## src/rtl/mips_multicycle_control.sv

```systemverilog
// Main control FSM for the multicycle MIPS datapath: Moore-decoded enables,
// memory-ready stalls, sticky illegal-opcode halt and retired-instruction count.
//
// state   | meaning
// FETCH   | read instruction at PC, PC += 4 on mem_ready
// DECODE  | branch target into ALUOut, dispatch on opcode
// MEMADR  | compute load/store address
// MEMRD   | load read, stall on mem_ready
// MEMWB   | load writeback from MDR
// MEMWR   | store write, stall on mem_ready
// RTEXEC  | R-type ALU operation
// RTWB    | R-type writeback to rd
// IMMEXEC | immediate ALU operation
// IMMWB   | immediate writeback to rt
// BRANCH  | compare and conditional PC load
// JUMP    | jump target into PC
// HALT    | illegal opcode, exit only by reset
module mips_multicycle_control (
  input  logic        clk,
  input  logic        rst_n,
  input  logic [5:0]  opcode,
  input  logic        mem_ready,
  output logic        pc_write,
  output logic        pc_write_cond,
  output logic        branch_ne,
  output logic [1:0]  pc_src,
  output logic        iord,
  output logic        mem_read,
  output logic        mem_write,
  output logic        ir_write,
  output logic        reg_dst,
  output logic        mem_to_reg,
  output logic        reg_write,
  output logic        alu_src_a,
  output logic [1:0]  alu_src_b,
  output logic        imm_zext,
  output logic [3:0]  alu_op,
  output logic [3:0]  state,
  output logic        illegal,
  output logic [31:0] retired
);

  typedef enum logic [3:0] {
    S_FETCH   = 4'd0,
    S_DECODE  = 4'd1,
    S_MEMADR  = 4'd2,
    S_MEMRD   = 4'd3,
    S_MEMWB   = 4'd4,
    S_MEMWR   = 4'd5,
    S_RTEXEC  = 4'd6,
    S_RTWB    = 4'd7,
    S_IMMEXEC = 4'd8,
    S_IMMWB   = 4'd9,
    S_BRANCH  = 4'd10,
    S_JUMP    = 4'd11,
    S_HALT    = 4'd15
  } state_t;

  localparam logic [5:0] OP_RTYPE = 6'b000000;
  localparam logic [5:0] OP_J     = 6'b000010;
  localparam logic [5:0] OP_BEQ   = 6'b000100;
  localparam logic [5:0] OP_BNE   = 6'b000101;
  localparam logic [5:0] OP_ADDI  = 6'b001000;
  localparam logic [5:0] OP_SLTI  = 6'b001010;
  localparam logic [5:0] OP_SLTIU = 6'b001011;
  localparam logic [5:0] OP_ANDI  = 6'b001100;
  localparam logic [5:0] OP_ORI   = 6'b001101;
  localparam logic [5:0] OP_LW    = 6'b100011;
  localparam logic [5:0] OP_SW    = 6'b101011;

  state_t state_r, state_nx;
  logic   retire;
  logic   imm_is_logic;
  logic [3:0] imm_alu_op;

  always_ff @(posedge clk or negedge rst_n) begin
    if (!rst_n) begin
      state_r <= S_FETCH;
      illegal <= 1'b0;
      retired <= 32'd0;
    end else begin
      state_r <= state_nx;
      if (state_nx == S_HALT) illegal <= 1'b1;
      if (retire) retired <= retired + 32'd1;
    end
  end

  // Immediate ALU op is decoded from opcode in both IMMEXEC and IMMWB; the IR holds it stable.
  always_comb begin
    imm_alu_op   = 4'b0011;
    imm_is_logic = 1'b0;
    case (opcode)
      OP_ANDI:          begin imm_alu_op = 4'b0100; imm_is_logic = 1'b1; end
      OP_ORI:           begin imm_alu_op = 4'b0101; imm_is_logic = 1'b1; end
      OP_SLTI, OP_SLTIU: imm_alu_op = 4'b0110;
      default:          imm_alu_op = 4'b0011;
    endcase
  end

  always_comb begin
    state_nx      = state_r;
    pc_write      = 1'b0;
    pc_write_cond = 1'b0;
    branch_ne     = 1'b0;
    pc_src        = 2'b00;
    iord          = 1'b0;
    mem_read      = 1'b0;
    mem_write     = 1'b0;
    ir_write      = 1'b0;
    reg_dst       = 1'b0;
    mem_to_reg    = 1'b0;
    reg_write     = 1'b0;
    alu_src_a     = 1'b0;
    alu_src_b     = 2'b00;
    imm_zext      = 1'b0;
    alu_op        = 4'b0000;
    case (state_r)
      S_FETCH: begin
        mem_read  = 1'b1;
        alu_src_b = 2'b01;
        ir_write  = mem_ready;
        pc_write  = mem_ready;
        if (mem_ready) state_nx = S_DECODE;
      end
      S_DECODE: begin
        alu_src_b = 2'b11;
        case (opcode)
          OP_LW, OP_SW:                                 state_nx = S_MEMADR;
          OP_RTYPE:                                     state_nx = S_RTEXEC;
          OP_ADDI, OP_ANDI, OP_ORI, OP_SLTI, OP_SLTIU:  state_nx = S_IMMEXEC;
          OP_BEQ, OP_BNE:                               state_nx = S_BRANCH;
          OP_J:                                         state_nx = S_JUMP;
          default:                                      state_nx = S_HALT;
        endcase
      end
      S_MEMADR: begin
        alu_src_a = 1'b1;
        alu_src_b = 2'b10;
        state_nx  = (opcode == OP_SW) ? S_MEMWR : S_MEMRD;
      end
      S_MEMRD: begin
        mem_read = 1'b1;
        iord     = 1'b1;
        if (mem_ready) state_nx = S_MEMWB;
      end
      S_MEMWB: begin
        reg_write  = 1'b1;
        mem_to_reg = 1'b1;
        state_nx   = S_FETCH;
      end
      S_MEMWR: begin
        mem_write = 1'b1;
        iord      = 1'b1;
        if (mem_ready) state_nx = S_FETCH;
      end
      S_RTEXEC: begin
        alu_src_a = 1'b1;
        alu_op    = 4'b0010;
        state_nx  = S_RTWB;
      end
      S_RTWB: begin
        reg_write = 1'b1;
        reg_dst   = 1'b1;
        state_nx  = S_FETCH;
      end
      S_IMMEXEC: begin
        alu_src_a = 1'b1;
        alu_src_b = 2'b10;
        alu_op    = imm_alu_op;
        imm_zext  = imm_is_logic;
        state_nx  = S_IMMWB;
      end
      S_IMMWB: begin
        reg_write = 1'b1;
        alu_op    = imm_alu_op;
        imm_zext  = imm_is_logic;
        state_nx  = S_FETCH;
      end
      S_BRANCH: begin
        alu_src_a     = 1'b1;
        alu_op        = 4'b0001;
        pc_write_cond = 1'b1;
        pc_src        = 2'b01;
        branch_ne     = opcode[0];
        state_nx      = S_FETCH;
      end
      S_JUMP: begin
        pc_write = 1'b1;
        pc_src   = 2'b10;
        state_nx = S_FETCH;
      end
      S_HALT:  state_nx = S_HALT;
      default: state_nx = S_FETCH;
    endcase
  end

  // Only instruction-ending states count; FETCH self-loops during stalls do not.
  always_comb begin
    retire = 1'b0;
    if (state_nx == S_FETCH) begin
      case (state_r)
        S_MEMWB, S_MEMWR, S_RTWB, S_IMMWB, S_BRANCH, S_JUMP: retire = 1'b1;
        default: retire = 1'b0;
      endcase
    end
  end

  assign state = state_r;

endmodule

```

## config.mk

```make
export PLATFORM = sky130hd
export DESIGN_NAME = mips_multicycle_control
export DESIGN_NICKNAME = d
export VERILOG_FILES = /design/src/rtl/mips_multicycle_control.sv
export SDC_FILE = /design/constraint.sdc
export NUM_CORES = 1
export LEC_CHECK = 0
export ABC_AREA = 0
export CORE_MARGIN = 4
export CORE_UTILIZATION = 30
export DETAILED_ROUTE_END_ITERATION = 7
export DONT_BUFFER_PORTS = 1
export GPL_TIMING_DRIVEN = 0
export MAX_ROUTING_LAYER = met4
export SETUP_SLACK_MARGIN = 0.5
export SKIP_CTS_REPAIR_TIMING = 1
export SYNTH_ARGS = -nofsm -noshare
export SYNTH_HDL_FRONTEND = slang
export SYNTH_SLANG_ARGS = --single-unit
```

## constraint.sdc

```tcl
create_clock -name clk -period 2.4 [get_ports clk]
set_clock_uncertainty 0.05 [all_clocks]
set_input_delay 0.24 -clock clk [delete_from_list [all_inputs] [get_ports clk]]
set_output_delay 0.24 -clock clk [all_outputs]
set_load 0.05 [all_outputs]
```

* Yosys cells after proc, flatten, opt, wreduce, memory -nomap -nowiden
Cells that the tools add are included.
** Word-level totals
- Register bits :: 37
- Bits in latches :: 0
- Bits in writable memories :: 0
- ROM bits :: 0
- Bits of input ports :: 9
- Output and inout port bits :: 57
- Word-level logic and storage cells :: 67
- Memories kept :: 0
** Cells by class
- Add/subtract/negate cells :: 1
- $mul :: 0
- Div/mod/pow operators :: 0
- $lt $le $gt $ge :: 0
- Eq/ne operators :: 23
- Shift-type cells :: 0
- Multiplexer cells :: 25
- Bitwise gates (word level) :: 0
- Reduce and logical (&&, ||, !) cells :: 15
** Operator list (count)
- $add 32x1->32 const B :: 1
- $pmux 4 s8 :: 1
- $eq 6x4->1 const B :: 5
- $eq 4x4->1 const B :: 6
- $pmux 4 s5 :: 1
- $eq 4x3->1 const B :: 4
- $reduce_or 2->1 :: 8
- $mux 1 :: 14
- $eq 6x3->1 const B :: 2
- $eq 6x6->1 const B :: 2
- $mux 4 :: 3
- $pmux 4 s3 :: 1
- $pmux 3 s3 :: 1
- $eq 4x2->1 const B :: 2
- $logic_not 4->1 :: 2
- $eq 6x2->1 const B :: 1
- $logic_not 6->1 :: 1
- $pmux 2 s3 :: 1
- $reduce_or 6->1 :: 1
- $reduce_or 5->1 :: 1
- $eq 4x1->1 const B :: 1
- $pmux 2 s2 :: 1
- $reduce_or 4->1 :: 1
- $mux 3 :: 1
- 2 further kinds :: 2

* Longest topological paths before layout
Gate-level depths: netlist of run 1.
- Depth after elaboration :: 6
- Depth in mapped cells :: 7
- Gate-level depth less buffers :: 6

* Worst setup path before layout of run 1
Ideal clock, no wire load.
- Kind :: register -> output
- From :: reg state_r[2], in the netlist state[2]
- To :: out pc_write
- Data arrival time :: 3.007 ns
- Required time :: 2.110 ns
- Slack :: -0.897 ns
- Cell stages (with the launch flop) :: 5
- Path buffers :: 1
- Cell sequence :: dfrtp_1 -> clkbuf_1 -> nor3_1 -> and3b_1 -> or2_2
** On the way
- Word-level cells in the longest chain between the ends :: 2
- Elaborated cells on any way between the ends :: 3
- Classes of those cells :: eq/ne (1); mux (1); reduce/logical (1)
** RTL lines
- start, declared :: line 71 : state_t state_r, state_nx;
- start signal, assigned :: line 82 : state_r <= state_nx;
- $eq 4x4->1 / $logic_not 4->1 (equally long branches) :: line 117 : case (state_r)
- $pmux 1 s2 * :: line 117
- end, declared :: line 23 : output logic pc_write,
Every way passes the cells marked *; elsewhere a longest branch is shown, timed or not.

* Worst setup path after layout of run 1
Ends and elaborated chain as after synthesis.

==> results of run 1 <==
-- worst max path at each step --
stage | depth (start not counted) | end | start | slack (ps)
floorplan | 4 | pc_write | state[3]$_DFF_PN0_ | 210
global placement | 4 | pc_write | state[0]$_DFF_PN0_ | 130
CTS | 4 | pc_write | state[0]$_DFF_PN0_ | -190
global route | 4 | pc_write | state[2]$_DFF_PN0_ | -190
detailed placement | 4 | pc_write | state[2]$_DFF_PN0_ | 130
finish | 4 | pc_write | state[2]$_DFF_PN0_ | -150
-- placed cells by master (no fill, tap or decap), drive strengths merged, types with 2 or more instances in the layout --
master	instances
clkbuf	16
o211ai	2
and4	3
dfrtp	37
o21bai	2
xor2	19
nand3	13
a31oi	3
a21oi	2
mux2	3
and2	3
a31o	2
and3	3
nand2b	6
mux2i	2
xnor2	14
and3b	2
inv	7
nor4	7
or2	3
o21ai	8
nor2	27
nor3	17
nand4	14
buf	22
nand2	17
-- synth_stat cells, types with 2 or more instances --
| cell type | n | area, um^2 |
|---|---|---|
| a21oi_1 | 2 | 10.0 |
| a31o_2 | 2 | 17.5 |
| a31oi_1 | 3 | 18.8 |
| and2_1 | 3 | 18.8 |
| and3_1 | 3 | 18.8 |
| and3b_1 | 2 | 17.5 |
| buf_4 | 2 | 15.0 |
| clkbuf_1 | 11 | 41.3 |
| dfrtp_1 | 37 | 926 |
| inv_1 | 7 | 26.3 |
| mux2_2 | 3 | 33.8 |
| mux2i_1 | 2 | 20.0 |
| nand2_1 | 16 | 60.1 |
| nand2b_1 | 6 | 37.5 |
| nand3_1 | 13 | 65.1 |
| nand4_1 | 13 | 81.3 |
| nor2_1 | 27 | 101 |
| nor3_1 | 17 | 85.1 |
| nor4_1 | 7 | 43.8 |
| o211ai_1 | 2 | 15.0 |
| o21ai_0 | 8 | 40.0 |
| or2_2 | 3 | 18.8 |
| xnor2_1 | 14 | 123 |
| xor2_1 | 19 | 166 |
-- metrics by stage --
stage               power, mW  setup TNS (ps)
floorplan                2.32               0
global placement         2.52               0
detailed placement       2.53               0
CTS                      3.01            -487
global route             3.42            -262
finish                   3.26            -145
-- sequential cells by signal, indices dropped and copies added (netlist names) --
register and count:
retired 32, state 4, illegal 1
-- power breakdown --
group / leakage (nW) / switching, mW / internal, mW
logic: 0.860 / 1.03 / 0.545
clock network: 0.0542 / 0.210 / 0.259
registers: 0.449 / 0.476 / 0.741
total: 1.36 / 1.72 / 1.55
-- final cells by class --
class / count / area, um^2 / area share
Buffer: 14 / 121 / 0.0395
Sequential cell: 37 / 972 / 0.317
Clock buffer: 7 / 96.3 / 0.0314
Tap cell: 96 / 120 / 0.0391
Inverter: 7 / 26.3 / 0.00856
Timing Repair Buffer: 19 / 170 / 0.0554
Clock inverter: 1 / 5.00 / 0.00163
Multi-Input combinational cell: 184 / 1560 / 0.508
-- kinds of logic (layout without fill, tap and decap cells) --
family,after synthesis,in the layout,synth area share
other,1,1,0.00171
adder cells (fa/ha/maj),1,1,0.00571
AND/OR/NAND/NOR,119,119,0.292
AO/OA/AOI/OAI,25,25,0.0788
flip-flops,37,37,0.422
buffers and inverters,21,48,0.0428
XOR/XNOR,33,33,0.132
multiplexers,5,5,0.0245
-- metal layers --
| metal | track usage | share of wire | up-vias | wire length [um] |
|---|---|---|---|---|
| li1 | - | - | 906 | - |
| met1 | 0.144 | 0.42 | 899 | 2320 |
| met2 | 0.191 | 0.50 | 51 | 2800 |
| met3 | 0.0451 | 0.075 | 2 | 415 |
| met4 | 0.0354 | 0.0048 | 0 | 27 |
| met5 | - | 0 | - | 0 |
==> flow_summary.yaml, run 1 <==
placement:
  place_hpwl_um: 3810
  place_inst: 338
  numPortBuffers: 0
  pre_cts_ws_ps: 135
  placed_area_um2: 2490
  place.gp.congestion: 0.785
die:
  coreArea_um2: 6940
  dieHeight_um: 93.5
  ioPinCount: 66
  start_util: 0.316
  die_area_um2: 8740
  core.rowCount: 30
  die_x_um: 93.5
cts:
  cts_max_level: 2
  cts_buffers: 5
  ctsLongestPathBuffers: 2
  worstSkewPairLatency_ps: 280
  cts_sinks: 37
  cts_tree: "yes"
  cts_root_buffer: "clkbuf_8"
  path_clk_slew_ps: 70
timing:
  fin_ws_ps: -145
  period_share: 1.06
  final-hold-violation-count: 0
  fin_hold_ws_ps: 98.7
  tightestPinTransition_ps: 828
  final-setup-viol-count: 1
  slew_headroom: 0.445
  drv_slew: 0
  min_period_ps: 2550
  fmaxAchievable_mhz: 393
  rsz0062_at_grt: "yes"
cells_and_area:
  nFillCells: 642
  diodes: 0
  drive_above_1_share: 0.446
  layoutNonFillerInstCount: 365
  final_nets: 278
  design_area_um2: 3070
  fin_util: 0.442
  synthToLayoutAreaGrowth_pct: 40.1
yosys:
  synth_ff_type: "dfrtp_1"
  avgSynthCellArea_um2: 9.06
  synth_seq_area_share: 0.422
  syn_inst: 242
  synth_edf_count: 0
  synth_cell_type_count: 44
  syn-cell-area_um2: 2190
  ys_seq_elements: 37
  synthArstFlopShare: 1.00
  syn-num-nets: 252
  synth-warning-count: 0
job:
  max_cap_viol_count: 0
hold_path:
  holdPathStages: 2
  hp-start: "opcode[4]"
  worstHoldEndpoint: "state[3]$_DFF_PN0_"
  hold_class: "in2reg"
route:
  totalWireLength_um: 5570
  drc: 0
  wire_per_inst_um: 15.3
  drt_iter0_markers: 62
  ant_nets: 0
  drt-pass1-iter-count: 4
  via_count: 1858
  vias_per_cell: 5.09
worst_setup_path:
  cp_slowest_stage_delay_ps: 590
  rr_worst_depth: 6
  cp_slowest_cell: "dfrtp_4"
  r2r_end: "illegal$_DFFE_PN0N_"
  setup.worst_path.start_class: "flop"
  crit_chain: "buf_8, nor3_4, and3b_2, or2_4"
  criticalPathCategory: "reg2out"
  arrival_ps: 2260
  crit_buf_inv: 1
  reg2reg_slack_ps: 310
  crit_fanout: 7
  endpoint_kind: "output pin"
  critPathTopFamily: "simple AND/OR/NAND/NOR gates"
  r2r_start: "state[2]$_DFF_PN0_"
  worstPathRequired_ps: 2110
grt:
  grt_pass1_vias: 1678
  grt-ovfl-total: 0
  track_usage: 0.121
  antenna_found_initial: 0
  grt_max_degree: 38
  grt_pass1_wl_um: 8370
power:
  max-vdd-ir-drop_mv: 0.452
  leakagePower_nw: 1.36
  p_per_area_nw_per_um2: 1060
run_status:
  failed_checks: "setup timing"
  status: "complete, but fails checks"
No activity file was read; power rests on OpenSTA's default activity.
==> run 2: changes to the inputs <==
Settings changed: RECOVER_POWER set to 25.
==> flow_summary.yaml, run 2 (synthesized netlist as in run 1, its figures left out) <==
worst_setup_path:
  endpoint_kind: "output pin"
  worstPathRequired_ps: 2110
  crit_fanout: 7
  arrival_ps: 2260
  criticalPathCategory: "reg2out"
  setup.worst_path.start_class: "flop"
grt:
  use_met2: 0.191
  use_met1: 0.144
  track_usage: 0.121
  grt_pass1_wl_um: 8370
  grt_pass1_vias: 1678
  antenna_found_initial: 0
  grt-ovfl-total: 0
  top_usage_layer: "met2"
  grt_max_degree: 38
  met3_usage: 0.0451
timing:
  min_period_ps: 2550
  period_share: 1.06
  tightestPinTransition_ps: 900
  slew_headroom: 0.400
  drv_slew: 0
  fmaxAchievable_mhz: 393
  fin_tns_setup_ps: -145
  final-hold-violation-count: 0
  final-setup-viol-count: 1
  fin_ws_ps: -145
  rsz0062_at_grt: "yes"
route:
  drt_iter0_markers: 59
  drc: 0
  totalWireLength_um: 5570
  vias_per_cell: 5.09
  wire_per_inst_um: 15.3
  via_count: 1859
  ant_nets: 0
  drt-pass1-iter-count: 4
cells_and_area:
  final_nets: 278
  fin_util: 0.440
  diodes: 0
  final_common_cell: "dfrtp_2"
  largest_register_ffs: 32
  drive_above_1_share: 0.446
  final_cell_mix: "22 x dfrtp_2, 19 x xor2_1, 15 x nand2_1, 15 x buf_4"
  regMostFlops: "retired"
  synthToLayoutAreaGrowth_pct: 39.4
cts:
  ctsLongestPathBuffers: 2
  cts_buffers: 5
  cts_sinks: 37
  cts_root_buffer: "clkbuf_8"
  cts_tree: "yes"
  cts_max_level: 2
  worstSkewPairLatency_ps: 280
  path_clk_slew_ps: 70
die:
  start_util: 0.316
  die_area_um2: 8740
  die_x_um: 93.5
  coreArea_um2: 6940
  dieHeight_um: 93.5
  core.rowCount: 30
  ioPinCount: 66
power:
  leakagePower_nw: 1.36
  max-vdd-ir-drop_mv: 0.452
  p_per_area_nw_per_um2: 1070
job:
  max_cap_viol_count: 0
run_status:
  status: "complete, but fails checks"
  failed_checks: "setup timing"
placement:
  place.gp.congestion: 0.785
  numPortBuffers: 0
  place_hpwl_um: 3810
hold_path:
  hold_class: "in2reg"
==> run 2: changes by cell type in the layout (fill, tap and decap cells not counted), sizes merged <==
cell,before,now
clkbuf,16,17
buf,22,21
==> run 2: critical path: stages (launching register included) <==
cell,delay [ps]
dfrtp_4,590
buf_8,170
nor3_4,480
and3b_2,460
or2_4,280
==> run 2: per-stage QoR <==
step / total power, mW / cell area (um^2) / setup slack (ps) / hold WS, ps / instances
6_report: 3.26 / 3060 / -145 / 98.9 / 365
5_1_grt: 3.42 / 3060 / -190 / 104 / 365
4_1_cts: 3.01 / 2590 / -185 / -418 / 346
3_5_place_dp: 2.53 / 2490 / 135 / -105 / 338
3_3_place_gp: 2.52 / 2490 / 132 / -105 / 338
2_1_floorplan: 2.32 / 2370 / 211 / -106 / 242
==> run 2: final cells by class <==
cell class,count,area [um^2]
Buffer,14,121
Clock buffer,7,96.3
Clock inverter,1,5.00
Fill cell,644,3890
Inverter,7,26.3
Multi-Input combinational cell,184,1560
Sequential cell,37,972
Tap cell,96,120
Timing Repair Buffer,19,155
==> run 2: worst paths after layout <==
check / from / to / slack, ps / cells after the start
max in group asynchronous: rst_n / state[2]$_DFF_PN0_ / 1040 / 2
min in group asynchronous: rst_n / retired[13]$_DFFE_PN0P_ / 580 / 2
worst min-delay path: opcode[4] / state[3]$_DFF_PN0_ / 100 / 2
worst max-delay path: state[2]$_DFF_PN0_ / pc_write / -150 / 4
worst max register to register: state[2]$_DFF_PN0_ / illegal$_DFFE_PN0N_ / 310 / 6
worst min register to register: retired[22]$_DFFE_PN0P_ / retired[22]$_DFFE_PN0P_ / 630 / 1
==> run 2: per-layer routing <==
| layer | vias to the layer above | part of all wire |
|---|---|---|
| met5 | - | 0 |
| met4 | 0 | 0.0048 |
| met3 | 2 | 0.073 |
| met2 | 51 | 0.50 |
| met1 | 900 | 0.42 |
| li1 | 906 | - |
==> run 2: power by group <==
| group | leakage (nW) | internal, mW | total [mW] | switching (mW) |
|---|---|---|---|---|
| Combinational | 0.855 | 0.542 | 1.57 | 1.03 |
| Sequential | 0.449 | 0.741 | 1.22 | 0.476 |
| Clock | 0.0542 | 0.259 | 0.470 | 0.210 |
| Total | 1.36 | 1.54 | 3.26 | 1.72 |
